**src/rtl/mem_port_arbiter.sv**
```systemverilog
// mem_port_arbiter
// Shares one single-ported unified memory between instruction fetch (IF) and
// the load/store path (LS). Each access runs through an IDLE -> BUSY -> RESP
// request/acknowledge sequence. LS has fixed priority over IF. Store byte
// enables and data are aligned to the byte address. Misaligned stores are
// rejected without touching memory. Accesses that wait TIMEOUT cycles without
// mem_ack are aborted with an error.
//
// Parameters:
//   TIMEOUT : cycles mem_req may stay high without mem_ack (1..65535)
//   CNT_W   : wait counter width, 2**CNT_W > TIMEOUT
//
// Ports:
//   clk, rst_n                      clock, asynchronous active-low reset
//   if_req/if_addr                  fetch request, held until if_valid
//   if_rdata/if_valid/if_err        fetch response (one-cycle valid pulse)
//   ls_req/ls_we/ls_addr/ls_wdata   load/store request, held until ls_valid
//   ls_rdata/ls_valid/ls_err        load/store response (one-cycle valid pulse)
//   mem_req/mem_addr/mem_we/mem_wdata  memory request side
//   mem_rdata/mem_ack               memory response side
//   busy                            high whenever the FSM is not IDLE
// All outputs are registered.
module mem_port_arbiter #(
    parameter int TIMEOUT = 255,
    parameter int CNT_W   = 16
) (
    input  logic        clk,
    input  logic        rst_n,
    input  logic        if_req,
    input  logic [31:0] if_addr,
    output logic [31:0] if_rdata,
    output logic        if_valid,
    output logic        if_err,
    input  logic        ls_req,
    input  logic [3:0]  ls_we,
    input  logic [31:0] ls_addr,
    input  logic [31:0] ls_wdata,
    output logic [31:0] ls_rdata,
    output logic        ls_valid,
    output logic        ls_err,
    output logic        mem_req,
    output logic [31:0] mem_addr,
    output logic [3:0]  mem_we,
    output logic [31:0] mem_wdata,
    input  logic [31:0] mem_rdata,
    input  logic        mem_ack,
    output logic        busy
);

    typedef enum logic [1:0] {IDLE, BUSY, RESP} state_t;

    localparam logic [CNT_W-1:0] LAST_WAIT = CNT_W'(TIMEOUT - 1);

    state_t            state_reg, state_next;
    logic              grant_ls_reg, grant_ls_next;
    logic [CNT_W-1:0]  cnt_reg, cnt_next;
    logic              mem_req_reg, mem_req_next;
    logic [31:0]       mem_addr_reg, mem_addr_next;
    logic [3:0]        mem_we_reg, mem_we_next;
    logic [31:0]       mem_wdata_reg, mem_wdata_next;
    logic [31:0]       if_rdata_reg, if_rdata_next;
    logic              if_valid_reg, if_valid_next;
    logic              if_err_reg, if_err_next;
    logic [31:0]       ls_rdata_reg, ls_rdata_next;
    logic              ls_valid_reg, ls_valid_next;
    logic              ls_err_reg, ls_err_next;
    logic              busy_reg, busy_next;

    // Fetches are word aligned by contract; the low address bits carry no meaning.
    logic              unused_if_addr_bits;
    assign unused_if_addr_bits = ^if_addr[1:0];

    logic [1:0]        offset;
    logic [3:0]        ls_we_aligned;
    logic [31:0]       ls_wdata_aligned;
    logic              ls_misaligned;

    assign offset           = ls_addr[1:0];
    assign ls_we_aligned    = ls_we << offset;
    assign ls_wdata_aligned = ls_wdata << {offset, 3'b000};
    // Words must sit on a word boundary and halves on an even byte.
    assign ls_misaligned    = ((ls_we == 4'b1111) && (offset != 2'b00)) ||
                              ((ls_we == 4'b0011) && offset[0]);

    always_comb begin
        state_next     = state_reg;
        grant_ls_next  = grant_ls_reg;
        cnt_next       = cnt_reg;
        mem_req_next   = 1'b0;
        mem_addr_next  = mem_addr_reg;
        mem_we_next    = mem_we_reg;
        mem_wdata_next = mem_wdata_reg;
        if_rdata_next  = if_rdata_reg;
        ls_rdata_next  = ls_rdata_reg;
        if_valid_next  = 1'b0;
        if_err_next    = 1'b0;
        ls_valid_next  = 1'b0;
        ls_err_next    = 1'b0;

        case (state_reg)
            IDLE: begin
                if (ls_req) begin
                    grant_ls_next  = 1'b1;
                    mem_addr_next  = {ls_addr[31:2], 2'b00};
                    mem_we_next    = ls_we_aligned;
                    mem_wdata_next = ls_wdata_aligned;
                    cnt_next       = '0;
                    if (ls_misaligned) begin
                        // Reject straight away; memory is never requested.
                        state_next    = RESP;
                        ls_valid_next = 1'b1;
                        ls_err_next   = 1'b1;
                    end else begin
                        state_next   = BUSY;
                        mem_req_next = 1'b1;
                    end
                end else if (if_req) begin
                    grant_ls_next  = 1'b0;
                    mem_addr_next  = {if_addr[31:2], 2'b00};
                    mem_we_next    = 4'b0000;
                    mem_wdata_next = 32'h0;
                    cnt_next       = '0;
                    state_next     = BUSY;
                    mem_req_next   = 1'b1;
                end
            end
            BUSY: begin
                if (mem_ack) begin
                    state_next = RESP;
                    if (grant_ls_reg) begin
                        ls_valid_next = 1'b1;
                        if (mem_we_reg == 4'b0000) begin
                            ls_rdata_next = mem_rdata;
                        end
                    end else begin
                        if_valid_next = 1'b1;
                        if_rdata_next = mem_rdata;
                    end
                end else if (cnt_reg == LAST_WAIT) begin
                    // Abort: mem_req drops and the granted side sees an error.
                    state_next = RESP;
                    if (grant_ls_reg) begin
                        ls_valid_next = 1'b1;
                        ls_err_next   = 1'b1;
                    end else begin
                        if_valid_next = 1'b1;
                        if_err_next   = 1'b1;
                    end
                end else begin
                    cnt_next     = cnt_reg + CNT_W'(1);
                    mem_req_next = 1'b1;
                end
            end
            RESP: begin
                // Requests are not looked at here, so a req still held high
                // during the response cycle cannot be granted twice.
                state_next = IDLE;
            end
            default: begin
                state_next = IDLE;
            end
        endcase

        busy_next = (state_next != IDLE);
    end

    always_ff @(posedge clk or negedge rst_n) begin
        if (!rst_n) begin
            state_reg     <= IDLE;
            grant_ls_reg  <= 1'b0;
            cnt_reg       <= '0;
            mem_req_reg   <= 1'b0;
            mem_addr_reg  <= 32'h0;
            mem_we_reg    <= 4'b0000;
            mem_wdata_reg <= 32'h0;
            if_rdata_reg  <= 32'h0;
            if_valid_reg  <= 1'b0;
            if_err_reg    <= 1'b0;
            ls_rdata_reg  <= 32'h0;
            ls_valid_reg  <= 1'b0;
            ls_err_reg    <= 1'b0;
            busy_reg      <= 1'b0;
        end else begin
            state_reg     <= state_next;
            grant_ls_reg  <= grant_ls_next;
            cnt_reg       <= cnt_next;
            mem_req_reg   <= mem_req_next;
            mem_addr_reg  <= mem_addr_next;
            mem_we_reg    <= mem_we_next;
            mem_wdata_reg <= mem_wdata_next;
            if_rdata_reg  <= if_rdata_next;
            if_valid_reg  <= if_valid_next;
            if_err_reg    <= if_err_next;
            ls_rdata_reg  <= ls_rdata_next;
            ls_valid_reg  <= ls_valid_next;
            ls_err_reg    <= ls_err_next;
            busy_reg      <= busy_next;
        end
    end

    assign mem_req   = mem_req_reg;
    assign mem_addr  = mem_addr_reg;
    assign mem_we    = mem_we_reg;
    assign mem_wdata = mem_wdata_reg;
    assign if_rdata  = if_rdata_reg;
    assign if_valid  = if_valid_reg;
    assign if_err    = if_err_reg;
    assign ls_rdata  = ls_rdata_reg;
    assign ls_valid  = ls_valid_reg;
    assign ls_err    = ls_err_reg;
    assign busy      = busy_reg;

endmodule

```
**config.mk**
```make
export PLATFORM = sky130hd
export DESIGN_NAME = mem_port_arbiter
export DESIGN_NICKNAME = d
export VERILOG_FILES = /design/src/rtl/mem_port_arbiter.sv
export SDC_FILE = /design/constraint.sdc
export NUM_CORES = 1
export LEC_CHECK = 0
export ABC_CLOCK_PERIOD_IN_PS = 2290
export BUFFER_PORTS_ARGS = -buffer_cell sky130_fd_sc_hd__buf_4
export CORE_MARGIN = 2
export CORE_UTILIZATION = 49
export DETAILED_ROUTE_END_ITERATION = 7
export GPL_ROUTABILITY_DRIVEN = 0
export PLACE_DENSITY = 0.85
export REMOVE_ABC_BUFFERS = 1
export SYNTH_ARGS = -nofsm -noshare
export SYNTH_HDL_FRONTEND = slang
export SYNTH_SLANG_ARGS = --single-unit
```
**constraint.sdc**
```tcl
create_clock -name clk -period 2.29 [get_ports clk]
set_input_delay 0.458 -clock clk [delete_from_list [all_inputs] [get_ports clk]]
set_output_delay 0.458 -clock clk [all_outputs]
set_load 0.01 [all_outputs]
```
==> metrics.md, run 1 <==
| Metric | Value |
|---|---|
| Final wirelength | 18600 um |
| GR peak layer | met2 |
| DR vias | 5724 |
| CP startpoint kind | flop |
| Slew of the pin with the lowest slew margin | 0.779 ns |
| Critical path endpoint category | flop |
| Dpl ws | 0.238 ns |
| Peak VDD IR | 577 uV |
| Status | complete, no violations |
| Grt ovf | 0 |
| Max-Cap Viols | 0 |
| Drt drc | 0 |
| Setup ws final | 0.187 ns |
| TritonCTS Buffers | 17 |
| Met3 GRT Util | 7.62% |
| Share of cells above drive strength 1 | 44.7% |
| Die W | 123 um |
| P&R area growth vs syn | 42.1% |
| Die height | 123 um |
| FF/Latch Area | 3880 um2 |
| Synthesized cell area | 6890 um2 |
| Ports | 275 |
| Clock Tree Buf Depth | 2 |
| R2r endpoint | cnt_reg[14] |
| Period utilization | 91.8% |
| Distinct cell type count after synthesis | 52 |
| Max Fanout on Critical Path | 7 |
| Vias in the first global route | 5759 |
| Post-DP HPWL | 13900 um |
| # resized after CTS | 0 |
| Setup TNS | 0 ns |
| Synth Area per Inst | 11.7 um2 |
| Hold Slack | 0.0339 ns |
| CTS sink count | 155 |
| Port Buffers | 270 |
| Cells along the critical path | inv_1 -> ha_1 -> nor4b_1 -> nand4_1 -> buf_4 -> nand2_1 -> o221ai_1 |
| GRT Total Usage | 25.1% |
| Root Buffer | clkbuf_16 |
| Final core utilization | 70.8% |
| Area contributors post-synth | dfrtp_1, mux2_2, mux2i_1 |
| CTS tree | yes |
| Leading area contributor after synthesis | dfrtp_1 |
| Critical path class | reg -> reg |
| Slowest CP cell | dfrtp_1 |
| Yosys warnings | 0 |
| Synth async-reset ratio | 100% |
| Required @ worst endpoint | 2.55 ns |
| Floorplan row count | 43 |
| Final net count | 1000 |
| Die ar. | 15000 um2 |
| Clk slew on worst S/H paths | 0.06 ns |
| Period minus WS final | 2.10 ns |
| Hold-fix buffers, CTS | 0 |
| Rel. slew slack | 47.7% |
| Final number of setup-violating endpoints | 0 |
| Fillers | 1033 |
| Post-CTS setup buffer count | 0 |
| Vias per cell | 5.44 |
| Antenna violation net count after detailed routing | 0 |
| M1 GR Usage | 29.2% |
| Cells on worst reg2reg path | 7 |
| Met2 GRT Util | 43.0% |
| Clock latency on the worst-skew pair | 0.42 ns |
| Multi-input gate area | 2830 um2 |
| Synth Instances | 591 |
| Skew final | 0.00794 ns |
| Diode count | 0 |
| Synth top area share | 56.3% |
| Number of synthesized flops with an enable pin | 0 |
| RR Startpoint | cnt_reg[0] |
| Register area share after synthesis | 56.3% |
| Fmax | 475 MHz |
| Worst hold-check path type | in -> async |
| Fin. max-slew vios | 0 |
| Detailed Routing Iterations Pass 1 | 5 |
| Initial antenna violation count | 0 |
| Number of synthesized register bits | 155 |
| Primary flip-flop cell chosen by synthesis mapping | dfrtp_1 |
| DR WL/cell | 17.7 um |
| H-tree depth | 4 |
| Final Hold Fails | 0 |
| CP arrival | 2.37 ns |
| Leak pwr | 4.82 nW |
| Core Area | 13800 um2 |
| PD cells | 1270 nW/um2 |
| First-pass GRT wire length | 28700 um |
| RSZ-0062 raised after global routing | false |
| Worst R2R Setup Slack | 0.19 ns |
| Number of DRC markers in iteration 0 | 327 |
| CP peak stage delay | 0.42 ns |
| Initial Util | 49.8% |
| Largest net degree at the start of global routing | 100 |
## worst max-delay path: cells and delay by family (launching register included)
| family | cells | cell delay (ns) |
|---|---|---|
| buffers and inverters | 2 | 0.39 |
| DFF | 1 | 0.42 |
| adders and majority gates | 1 | 0.16 |
| AOI/OAI and AO/OA | 1 | 0.13 |
| and+or+nand+nor | 3 | 0.86 |
## cells by family after synthesis
| family | Yosys count | synth area share (%) |
|---|---|---|
| DFF | 155 | 56.3 |
| and+or+nand+nor | 150 | 10.9 |
| AOI/OAI and AO/OA | 125 | 11.7 |
| muxes | 114 | 17.7 |
| buffers and inverters | 44 | 2.98 |
| adders and majority gates | 2 | 0.363 |
| other | 1 | 0.0544 |
## stage by stage
| stage | power (mW) | cells | instance area, um2 |
|---|---|---|---|
| global route | 13.1 | 1053 | 9790 |
| detailed placement | 9.60 | 1022 | 9180 |
| global placement | 9.36 | 1022 | 9180 |
| CTS | 12.5 | 1053 | 9790 |
| finish | 12.4 | 1053 | 9790 |
| floorplan | 6.77 | 553 | 6710 |
## layout make-up
class                           instances  area share [%]
Sequential cell                       155            39.6
Inverter                                5           0.192
Clock buffer                           17            4.34
Timing Repair Buffer                  289            22.8
Tap cell                              180            2.30
Multi-Input combinational cell        393            28.8
Clock inverter                         14            1.89
## how the worst max path moves through the flow
stage            startpoint           end  slack, ns
2_1_floorplan        ls_req   cnt_reg[12]      -4.82
3_3_place_gp   grant_ls_reg  ls_rdata[28]       0.36
3_5_place_dp     cnt_reg[0]   cnt_reg[14]       0.24
4_1_cts          cnt_reg[0]   cnt_reg[14]       0.22
5_1_grt          cnt_reg[0]   cnt_reg[14]       0.07
6_report         cnt_reg[0]   cnt_reg[14]       0.19
## cells in the final DEF (no fill, tap or decap), types with 2 or more instances in the layout
cell type   Yosys  layout
conb_1          1       2
a32o_1          8       8
a21oi_1        11      11
and4_1          5       5
clkinvlp_4      0       2
nor2_1         17      16
o211ai_1        5       5
nand3_1        11      11
nand2_1        72      72
o21ai_0        57      56
mux2_2         61      61
a31oi_1        11      11
bufinv_16       0       3
inv_1           5       5
nor2_2          1       2
mux2i_1        50      50
nand2b_1        5       5
o221ai_1        2       2
inv_8           0       2
buf_12          0       5
nor2b_1        10      10
nand4_1         7       7
dfrtp_1       155     155
clkbuf_16       0      17
a21o_1          2       2
buf_4           2     283
inv_6           0       5
mux2_1          3       3
a211o_1        10      10
or3_1           2       2
a22o_1         10      10
or4_1           5       5
ha_1            2       2
nor3_1          4       4
## power by group
part           total (mW)  switching, mW  internal [mW]
Clock                2.90           1.16           1.74
Sequential           4.68          0.756           3.92
Combinational        4.84           2.31           2.54
Total                12.4           4.23           8.20
## per-layer routing
| metal | wire length, um | part of all wire [%] |
|---|---|---|
| met5 | 0 | 0 |
| met4 | 486 | 2.6 |
| met3 | 1540 | 8.3 |
| met2 | 9520 | 51 |
| met1 | 7070 | 38 |
## cell usage after synthesis, types with 2 or more instances
cell type	count
dfrtp_1	155
nand2_1	72
mux2_2	61
o21ai_0	57
mux2i_1	50
clkbuf_1	24
nor2_1	17
a21oi_1	11
a31oi_1	11
nand3_1	11
a211o_1	10
a22o_1	10
nor2b_1	10
a32o_1	8
buf_2	8
nand4_1	7
and4_1	5
inv_1	5
nand2b_1	5
o211ai_1	5
or4_1	5
nor3_1	4
buf_6	3
mux2_1	3
a21o_1	2
buf_1	2
buf_4	2
ha_1	2
o221ai_1	2
or3_1	2
Note: power is estimated with default switching activity, not from simulation.
==> run 2: changes to the inputs <==
Settings changed: CORE_ASPECT_RATIO set to 2.
==> metrics.md, run 2 (synthesis results as in run 1) <==
| Metric | Value |
|---|---|
| Fin. max-slew vios | 0 |
| CP arrival | 2.34 ns |
| First-pass GRT wire length | 30100 um |
| Cells along the critical path | inv_1 -> ha_1 -> nor4b_1 -> nand4_1 -> a21boi_0 -> buf_4 -> o211ai_1 |
| CTS tree | yes |
| Floorplan row count | 61 |
| Max Fanout on Critical Path | 5 |
| Initial antenna violation count | 0 |
| Max-Cap Viols | 0 |
| Fin area | 9850 um2 |
| Final Hold Fails | 0 |
| Die W | 87.9 um |
| Die ar. | 15100 um2 |
| Fmax | 487 MHz |
| Slowest CP cell | dfrtp_1 |
| Status | complete, no violations |
| Post-CTS setup buffer count | 0 |
| Clock Tree Buf Depth | 2 |
| Comb pwr share | 39.9% |
| Placed Area | 9220 um2 |
| Initial Util | 49.9% |
| Critical path class | reg -> reg |
| Setup TNS | 0 ns |
| Period minus WS final | 2.05 ns |
| Commonest non-fill, non-tap cell in the layout | buf_4 |
| Worst hold-check path type | in -> reg |
| Fillers | 971 |
| Peak VDD IR | 702 uV |
| Antenna violation net count after detailed routing | 0 |
| Final net count | 1004 |
| Most frequent cells in the layout | buf_4, dfrtp_1, nand2_1 |
| Diode count | 0 |
| Vias in the first global route | 5816 |
| Rel. slew slack | 49.3% |
| TritonCTS Buffers | 17 |
| Period utilization | 89.6% |
| Critical path endpoint category | flop |
| H-tree depth | 4 |
| P&R area growth vs syn | 42.9% |
| Switch Pwr | 4.42 mW |
| Core Area | 13800 um2 |
| Leak pwr | 4.84 nW |
| Clock latency on the worst-skew pair | 0.42 ns |
| Number of DRC markers in iteration 0 | 367 |
| Drt drc | 0 |
| Clock network power share | 23.0% |
| Cells after DPL | 1034 |
| DR WL/cell | 18.3 um |
| # resized after CTS | 0 |
| Hold Path Depth | 2 |
| Final number of setup-violating endpoints | 0 |
| Final wirelength | 19600 um |
| Final Non-Filler Cells | 1067 |
| Root Buffer | clkbuf_16 |
| Required @ worst endpoint | 2.58 ns |
| RSZ-0062 raised after global routing | false |
| Vias per cell | 5.43 |
| CTS sink count | 155 |
| Detailed Routing Iterations Pass 1 | 4 |
| CP startpoint kind | flop |
| Hold-fix buffers, CTS | 1 |
| Clk slew on worst S/H paths | 0.07 ns |
| Cells on worst reg2reg path | 7 |
| Post-DP HPWL | 14600 um |
| PD cells | 1270 nW/um2 |
| Slew of the pin with the lowest slew margin | 0.755 ns |
| Share of cells above drive strength 1 | 44.9% |
| Die height | 172 um |
| GRT Total Usage | 26.3% |
| Skew final | 0.0123 ns |
| DR vias | 5794 |
| Grt ovf | 0 |
| Largest net degree at the start of global routing | 79 |
| Ports | 275 |
| CP peak stage delay | 0.42 ns |
| Dpl ws | 0.290 ns |
| Sw Share | 35.4% |
| Int Pwr | 8.07 mW |
| Port Buffers | 270 |
| Setup ws final | 0.238 ns |
| Sequential power share | 37.1% |
-- run 2: changes by cell type in the layout (fill, tap and decap cells not counted), sizes merged --
cell / delta
bufinv: -2
clkinvlp: -1
clkinv: +4
buf: +3
dlygate4sd3: +1
-- run 2: layout make-up --
cell class              count  area, um2  area share (%)
clock buffers              17        425            4.32
multi-input cells         393       2830            28.7
flip-flops and latches    155       3880            39.4
repair buffers            293       2270            23.0
clock inverters            15        194            1.97
inverters                   5       18.8           0.191
well taps                 189        236            2.40
-- run 2: worst paths after layout --
| path | start | slack, ns | end |
|---|---|---|---|
| min in group asynchronous | rst_n | 0.56 | mem_wdata[24] |
| max reg2reg | cnt_reg[0] | 0.24 | cnt_reg[8] |
| min reg2reg | mem_addr[20] | 0.48 | mem_addr[20] |
| max in group asynchronous | rst_n | 1.08 | mem_addr[16] |
| max | cnt_reg[0] | 0.24 | cnt_reg[8] |
| min | ls_wdata[7] | 0.27 | mem_wdata[7] |
-- run 2: metrics by stage --
step	util, %	power [mW]	hold slack (ns)
final	71.3	12.5	0.275
after detailed placement	66.7	9.68	0.441
after floorplan	-	6.77	0.162
after global routing	71.3	13.2	0.258
after CTS	71.3	12.6	0.257
after global placement	66.7	9.49	0.443
-- run 2: routing by layer --
| layer | global-route usage [%] | routed length [um] |
|---|---|---|
| met1 | 29.2 | 6930 |
| met2 | 45.3 | 10400 |
| met3 | 6.53 | 1130 |
| met4 | 13.9 | 1070 |
| met5 | 0 | 0 |
-- run 2: critical path, delay by kind of cell (launching register included) --
kind                       cells  cell delay, ns
DFF                            1            0.42
and+or+nand+nor                2            0.56
AOI/OAI and AO/OA              2            0.44
buffers and inverters          2            0.32
adders and majority gates      1            0.18
-- run 2: power groups by stage --
stage / clock, mW / combinational (mW) / sequential (mW)
final: 2.88 / 4.98 / 4.63
after CTS: 2.93 / 5.03 / 4.64
after detailed placement: 0 / 5.01 / 4.67
after global routing: 3.06 / 5.38 / 4.78
after global placement: 0 / 4.88 / 4.61
after floorplan: 0 / 1.65 / 5.12
==> run 3: changes to the inputs <==
Settings changed: CORE_MARGIN 2 to 4, MAX_ROUTING_LAYER set to met4.
==> metrics.md, run 3 (synthesis results as in run 1) <==
| Metric | Value |
|---|---|
| CP startpoint kind | flop |
| Root Buffer | clkbuf_16 |
| Die ar. | 16100 um2 |
| CTS tree | yes |
| Die W | 91.9 um |
| H-tree depth | 4 |
| Antenna violation net count after detailed routing | 0 |
| Period minus WS final | 2.06 ns |
| Setup TNS | 0 ns |
| Required @ worst endpoint | 2.61 ns |
| Fillers | 1017 |
| Dpl ws | 0.288 ns |
| Detailed Routing Iterations Pass 1 | 4 |
| P&R area growth vs syn | 42.3% |
| Commonest non-fill, non-tap cell in the layout | buf_4 |
| Post-DP HPWL | 14900 um |
| DR WL/cell | 18.8 um |
| Core Area | 13900 um2 |
| Critical path class | reg -> reg |
| Share of cells above drive strength 1 | 44.7% |
| PD cells | 1260 nW/um2 |
| Hold-fix buffers, CTS | 1 |
| Drt drc | 0 |
| Ports | 275 |
| First-pass GRT wire length | 31000 um |
| Leak pwr | 4.81 nW |
| Grt ovf | 0 |
| Period utilization | 90.0% |
| Floorplan row count | 61 |
| Clk slew on worst S/H paths | 0.08 ns |
| Largest net degree at the start of global routing | 75 |
| Most frequent cells in the layout | buf_4, dfrtp_1, nand2_1 |
| DR vias | 5835 |
| RSZ-0062 raised after global routing | false |
| # resized after CTS | 0 |
| Final Hold Fails | 0 |
| Final net count | 1002 |
| CTS sink count | 155 |
| CP arrival | 2.39 ns |
| TritonCTS Buffers | 17 |
| Vias per cell | 5.48 |
| Clock latency on the worst-skew pair | 0.42 ns |
| Port Buffers | 270 |
| Slew of the pin with the lowest slew margin | 0.700 ns |
| Number of DRC markers in iteration 0 | 297 |
| Worst hold-check path type | in -> reg |
| Max Fanout on Critical Path | 9 |
| Initial antenna violation count | 0 |
| Final number of setup-violating endpoints | 0 |
| Setup ws final | 0.230 ns |
| Max-Cap Viols | 0 |
| Skew final | 0.00975 ns |
| GRT Total Usage | 25.2% |
| Post-CTS setup buffer count | 0 |
| Die height | 176 um |
| Diode count | 0 |
| Rel. slew slack | 53.0% |
| Critical path endpoint category | flop |
| Vias in the first global route | 5960 |
| Initial Util | 49.6% |
| Tot Pwr | 12.4 mW |
| Final wirelength | 20000 um |
| Clock Tree Buf Depth | 2 |
| Peak VDD IR | 714 uV |
| Fmax | 485 MHz |
| Status | complete, no violations |
| Fin. max-slew vios | 0 |
==> run 3: changes by cell type in the layout (fill, tap and decap cells not counted) <==
| cell | delta |
|---|---|
| buf_4 | -2 |
| clkinvlp_4 | +1 |
| bufinv_16 | -1 |
==> run 3: final timing paths <==
check	start	endpoint	slack, ns	cells past startpoint
max	cnt_reg[0]	cnt_reg[12]	0.23	6
min	mem_rdata[2]	ls_rdata[2]	0.26	2
max reg2reg	cnt_reg[0]	cnt_reg[12]	0.23	6
min reg2reg	mem_addr[16]	mem_addr[16]	0.48	2
max in group asynchronous	rst_n	mem_wdata[23]	1.17	3
min in group asynchronous	rst_n	cnt_reg[11]	0.49	2
==> run 3: through the flow <==
step | util [%] | instance area [um2] | hold WS, ns | instances
finish | 70.6 | 9810 | 0.257 | 1065
global route | 70.6 | 9810 | 0.260 | 1065
CTS | 70.6 | 9810 | 0.243 | 1065
detailed placement | 66.2 | 9200 | 0.358 | 1032
global placement | 66.2 | 9200 | 0.355 | 1032
floorplan | - | 6710 | 0.162 | 553
==> run 3: area by class of cell <==
type / count / area, um2 / area share (%)
clock inverters: 15 / 171 / 1.75
multi-input cells: 393 / 2830 / 28.8
inverters: 5 / 18.8 / 0.191
repair buffers: 291 / 2250 / 23.0
well taps: 189 / 236 / 2.41
clock buffers: 17 / 425 / 4.34
flip-flops and latches: 155 / 3880 / 39.5
==> run 3: where the power goes <==
group	total (mW)	internal [mW]	switching (mW)
Clock	2.76	1.47	1.29
Sequential	4.65	3.92	0.735
Combinational	4.94	2.55	2.39
Total	12.4	7.94	4.42
==> run 3: layer usage <==
metal	vias up	share of wire [%]	global-route usage, %
met5	-	0	-
met4	0	4.9	12.7
met3	58	5.3	4.20
met2	269	54	44.2
met1	2827	35	27.2
li1	2681	-	-
==> run 3: critical path, stage by stage (launching register included) <==
cell and delay, ns:
dfrtp_1 0.42, inv_1 0.10, ha_1 0.16, nor4b_1 0.36, and4_1 0.39, o21ai_1 0.27
o221ai_1 0.27
